<file path="config.mk">
export PLATFORM = sky130hd
export DESIGN_NAME = imem_line_buffer
export DESIGN_NICKNAME = d
export VERILOG_FILES = /design/src/rtl/imem_line_buffer.sv
export SDC_FILE = /design/constraint.sdc
export NUM_CORES = 1
export LEC_CHECK = 0
export BUFFER_PORTS_ARGS = -buffer_cell sky130_fd_sc_hd__buf_2
export CORE_MARGIN = 2
export CORE_UTILIZATION = 57
export DETAILED_ROUTE_END_ITERATION = 10
export PLACE_DENSITY = 0.77
export SYNTH_ARGS = -nofsm -noshare
export SYNTH_HDL_FRONTEND = slang
export SYNTH_SLANG_ARGS = --single-unit
export TNS_END_PERCENT = 100
</file>
<file path="constraint.sdc">
create_clock -name clk -period 4.11 [get_ports clk]
set_clock_uncertainty 0.1 [all_clocks]
set_input_delay 0.822 -clock clk [delete_from_list [all_inputs] [get_ports clk]]
set_output_delay 0.822 -clock clk [all_outputs]
set_load 0.1 [all_outputs]
</file>
<file path="src/rtl/imem_line_buffer.sv">
// Single-line instruction buffer between the CPU fetch port and a 64-bit
// backing memory. Holds one 32-byte line (8 words), filled by 4 beats,
// and answers hits with one-cycle latency.
module imem_line_buffer (
  input  logic        clk,
  input  logic        rst_n,
  input  logic [31:0] imem_addr,
  input  logic [3:0]  imem_rmask,
  output logic [31:0] imem_rdata,
  output logic        imem_resp,
  input  logic        inv,
  output logic [31:0] bmem_addr,
  output logic        bmem_read,
  input  logic        bmem_ready,
  input  logic [63:0] bmem_rdata,
  input  logic        bmem_rvalid
);

  typedef enum logic [1:0] {IDLE, RESP, MISS_REQ, MISS_FILL} state_t;

  state_t      state_reg, state_next;
  logic [29:0] addr_reg, addr_next;         // latched word address (byte addr [31:2])
  logic [26:0] tag_reg, tag_next;
  logic        valid_reg, valid_next;
  logic        inv_pend_reg, inv_pend_next; // invalidate seen while a fill is in flight
  logic [1:0]  beat_reg, beat_next;
  logic [31:0] rdata_hold_reg;
  logic        fill_we;
  logic        req;
  logic        hit;
  logic [31:0] resp_word;
  logic [31:0] line_mem [8];
  logic        unused_addr_bits;

  // Byte offset inside a word is irrelevant for instruction fetch.
  assign unused_addr_bits = ^imem_addr[1:0];

  assign req       = |imem_rmask;
  assign hit       = valid_reg && (tag_reg == imem_addr[31:5]) && !inv;
  assign resp_word = line_mem[addr_reg[2:0]];

  // Outputs are pure functions of registered state, so no input-to-output paths.
  assign imem_resp  = (state_reg == RESP);
  assign imem_rdata = imem_resp ? resp_word : rdata_hold_reg;
  assign bmem_read  = (state_reg == MISS_REQ);
  assign bmem_addr  = bmem_read ? {addr_reg[29:3], 5'b0} : 32'h0;

  // Next-state logic: request acceptance, miss handshake and fill sequencing.
  always_comb begin
    state_next    = state_reg;
    addr_next     = addr_reg;
    tag_next      = tag_reg;
    valid_next    = valid_reg;
    inv_pend_next = inv_pend_reg;
    beat_next     = beat_reg;
    fill_we       = 1'b0;
    case (state_reg)
      IDLE, RESP: begin
        if (inv) begin
          valid_next = 1'b0;
        end
        if (req) begin
          addr_next     = imem_addr[31:2];
          inv_pend_next = 1'b0;
          if (hit) begin
            state_next = RESP;
          end else begin
            // The line is about to be overwritten, so it stops being valid now.
            state_next = MISS_REQ;
            valid_next = 1'b0;
          end
        end else begin
          state_next = IDLE;
        end
      end
      MISS_REQ: begin
        if (inv) begin
          inv_pend_next = 1'b1;
        end
        if (bmem_ready) begin
          state_next = MISS_FILL;
          beat_next  = 2'd0;
        end
      end
      MISS_FILL: begin
        if (inv) begin
          inv_pend_next = 1'b1;
        end
        if (bmem_rvalid) begin
          fill_we   = 1'b1;
          beat_next = beat_reg + 2'd1;
          if (beat_reg == 2'd3) begin
            // Deliver the word either way, but drop the line if invalidated mid-fill.
            state_next = RESP;
            tag_next   = addr_reg[29:3];
            valid_next = !(inv_pend_reg || inv);
          end
        end
      end
      default: state_next = IDLE;
    endcase
  end

  // Control state register with asynchronous reset.
  always_ff @(posedge clk or negedge rst_n) begin
    if (!rst_n) begin
      state_reg    <= IDLE;
      addr_reg     <= '0;
      tag_reg      <= '0;
      valid_reg    <= 1'b0;
      inv_pend_reg <= 1'b0;
      beat_reg     <= 2'd0;
    end else begin
      state_reg    <= state_next;
      addr_reg     <= addr_next;
      tag_reg      <= tag_next;
      valid_reg    <= valid_next;
      inv_pend_reg <= inv_pend_next;
      beat_reg     <= beat_next;
    end
  end

  // Remember the last delivered word so imem_rdata holds between responses.
  always_ff @(posedge clk or negedge rst_n) begin
    if (!rst_n) begin
      rdata_hold_reg <= '0;
    end else if (state_reg == RESP) begin
      rdata_hold_reg <= resp_word;
    end
  end

  // Line storage: each fill beat writes an even/odd word pair; contents are not reset.
  always_ff @(posedge clk) begin
    if (fill_we) begin
      line_mem[{beat_reg, 1'b0}] <= bmem_rdata[31:0];
      line_mem[{beat_reg, 1'b1}] <= bmem_rdata[63:32];
    end
  end

endmodule

</file>
==> metrics <==
status=finished, final reports clean; register area share after synthesis=0.734; reg2reg setup slack=1.59 ns; routability cong.=0.790; critical path data arrival time=2.83 ns; Min Clock Period, post-route=3.76 ns; Setup crit start kind=flip-flop; Setup violations, final=0; share of cells above drive strength 1=0.332; DRT Wirelength=25900 um; Synth Area in Adders=0.00365; setup TNS=0 ns; worst-margin pin slew=1.01 ns; final hold vios=0; Die Y=159 um; Overflow after GRT=0; via/cell ratio=5.52; Avg WL per Cell=21.0 um; CTS H-Tree Depth=2; max-cap violations=0; sequential cell area=10100 um2; Ports=171; DRC=0; post-synthesis register bit count=351; Iteration-0 DRC Markers=595; global-route wire length before repair=40700 um; HPWL Detailed=15700 um; compound-gate portion of the synthesized area=0.0172; CP peak stage delay=0.86 ns; Mean Syn Cell Area=19.4 um2; number of synthesized flops with an enable pin=256; Final Max Tran Viols=0; Total GRT Usage=0.207; CTS tree=yes; Cells after Synth=707; CP max FO=34; CTS Buf Count=35; Rel. slew slack=0.327; worst skew pair latency=0.51 ns; clk sinks=351; Async SR Flop Fraction=0.271; multi-input logic area=3420 um2; post-route ant nets=0; Die Width=159 um; synthesis-to-finish area growth=16.4%; vias=6810; maximum buffer depth of the clock tree=3; worst reg2reg endpoint=line_mem[7][29]; RR Startpoint=state_reg[1]; port buffer count=163; slowest stage cell on the critical path=dfrtp_4; Final #Nets=993; Reg clk slew, reported paths=0.06 ns; vias in the first global route=7471; # Post-CTS Setup Buffers=0; worst hold path class=primary input to asynchronous set/reset pin; initial antenna violation count=6; Synth Cell Area=13700 um2; FMAX=266 MHz; FP Rows=56; post-synthesis xor/xnor area fraction=0.0172; RSZ-0062 raised after global routing=no; worst reg-to-reg path cell count=4; Initial Util=0.583; WP data required=3.19 ns; CTS root buffer=clkbuf_16; Crit Path Category=flip-flop to output port; CORE AREA=23500 um2; FILL cells=1549; max reg flops=256; CP Capture Type=output port; DR pass1 iterations=4; Final period util=0.914; main combinational cell family by area after synthesis=multiplexers; commonest non-fill, non-tap cell in the layout=edfxtp_1; Gates resized, CTS repair=0; Hold-fix buffers, CTS=0; DIE AREA=25300 um2; most frequent cells in the layout=edfxtp_1 (256), buf_2 (162), dfrtp_1 (92); largest net degree at the start of global routing=66; multiplexer share of the synthesized area=0.175; worst hold margin=0.233 ns; worst path cell trace=buf_4, mux4_2, mux2i_1, o21ai_1, buf_2; simple-gate share of the synthesized area=0.0338; Netlist cell types=32; Synth Warn #=0; ys flop type=edfxtp_1
## worst max-delay path: cells and delay by family (launching register included)
kind	cells	cell delay, ns
buffers and inverters	2	0.64
AOI/OAI and AO/OA	1	0.11
muxes	2	0.68
DFF	1	0.86
## per-stage QoR
step / util / cell area, um2 / setup WS, ns / instances
final: 0.678 / 16000 / 0.354 / 1234
after global routing: 0.678 / 16000 / 0.171 / 1232
after CTS: 0.678 / 16000 / 0.292 / 1228
after detailed placement: 0.631 / 14800 / 0.841 / 1166
after global placement: 0.631 / 14800 / 0.862 / 1166
after floorplan: - / 13700 / 0.586 / 711
## final cells by class
cell class / count / share of cell area
flip-flops and latches: 351 / 0.631
multi-input cells: 317 / 0.214
repair buffers: 175 / 0.0592
clock buffers: 45 / 0.0572
well taps: 319 / 0.0250
clock inverters: 17 / 0.0118
inverters: 4 / 0.000940
diodes: 6 / 0.000940
## cells in the mapped netlist (2+ instances only)
master,number,area share
o21ai_0,5,0.0018
inv_1,4,0.0011
nand3_1,3,0.0011
buf_4,5,0.0027
mux2_1,57,0.047
clkbuf_1,12,0.0033
mux4_2,64,0.11
xor2_1,12,0.0077
o21ai_1,32,0.012
and2_1,30,0.014
nand2_1,35,0.0096
buf_6,8,0.0066
dfrtp_1,95,0.17
nor2b_1,2,0.00091
mux2i_1,32,0.023
buf_2,14,0.0051
nor4_1,4,0.0018
nand4_1,5,0.0023
edfxtp_1,256,0.56
a22o_1,3,0.0019
ha_1,4,0.0036
xnor2_1,15,0.0096
## worst max path at each step
stage | cells past startpoint | slack [ns] | end | startpoint
6_report | 5 | 0.35 | imem_rdata[7] | addr_reg[0]
5_1_grt | 5 | 0.17 | imem_rdata[24] | addr_reg[0]
4_1_cts | 5 | 0.29 | imem_rdata[27] | addr_reg[0]
3_5_place_dp | 5 | 0.84 | imem_rdata[27] | addr_reg[0]
3_3_place_gp | 5 | 0.86 | imem_rdata[27] | addr_reg[0]
2_1_floorplan | 4 | 0.59 | bmem_addr[22] | state_reg[0]
## layer usage
| metal | share of wire | global-route usage | wire, um |
|---|---|---|---|
| met1 | 0.41 | 0.257 | 10500 |
| met2 | 0.51 | 0.363 | 13200 |
| met4 | 0.017 | 0.0624 | 429 |
| met5 | 0.00050 | 0 | 13 |
| met3 | 0.070 | 0.0516 | 1820 |
## logic make-up (layout without fill, tap and decap cells)
kind of cell | count (synthesis) | in the layout
flops | 351 | 351
mux | 153 | 153
simple gates | 85 | 85
compound gates | 43 | 43
buf+inv | 43 | 241
xor+xnor | 27 | 27
fa+ha+maj | 4 | 4
other cells | 1 | 11
Power is left out: the tool's default activity adds up to more than one toggle a clock period on the data nets, which glitch-free logic cannot reach.
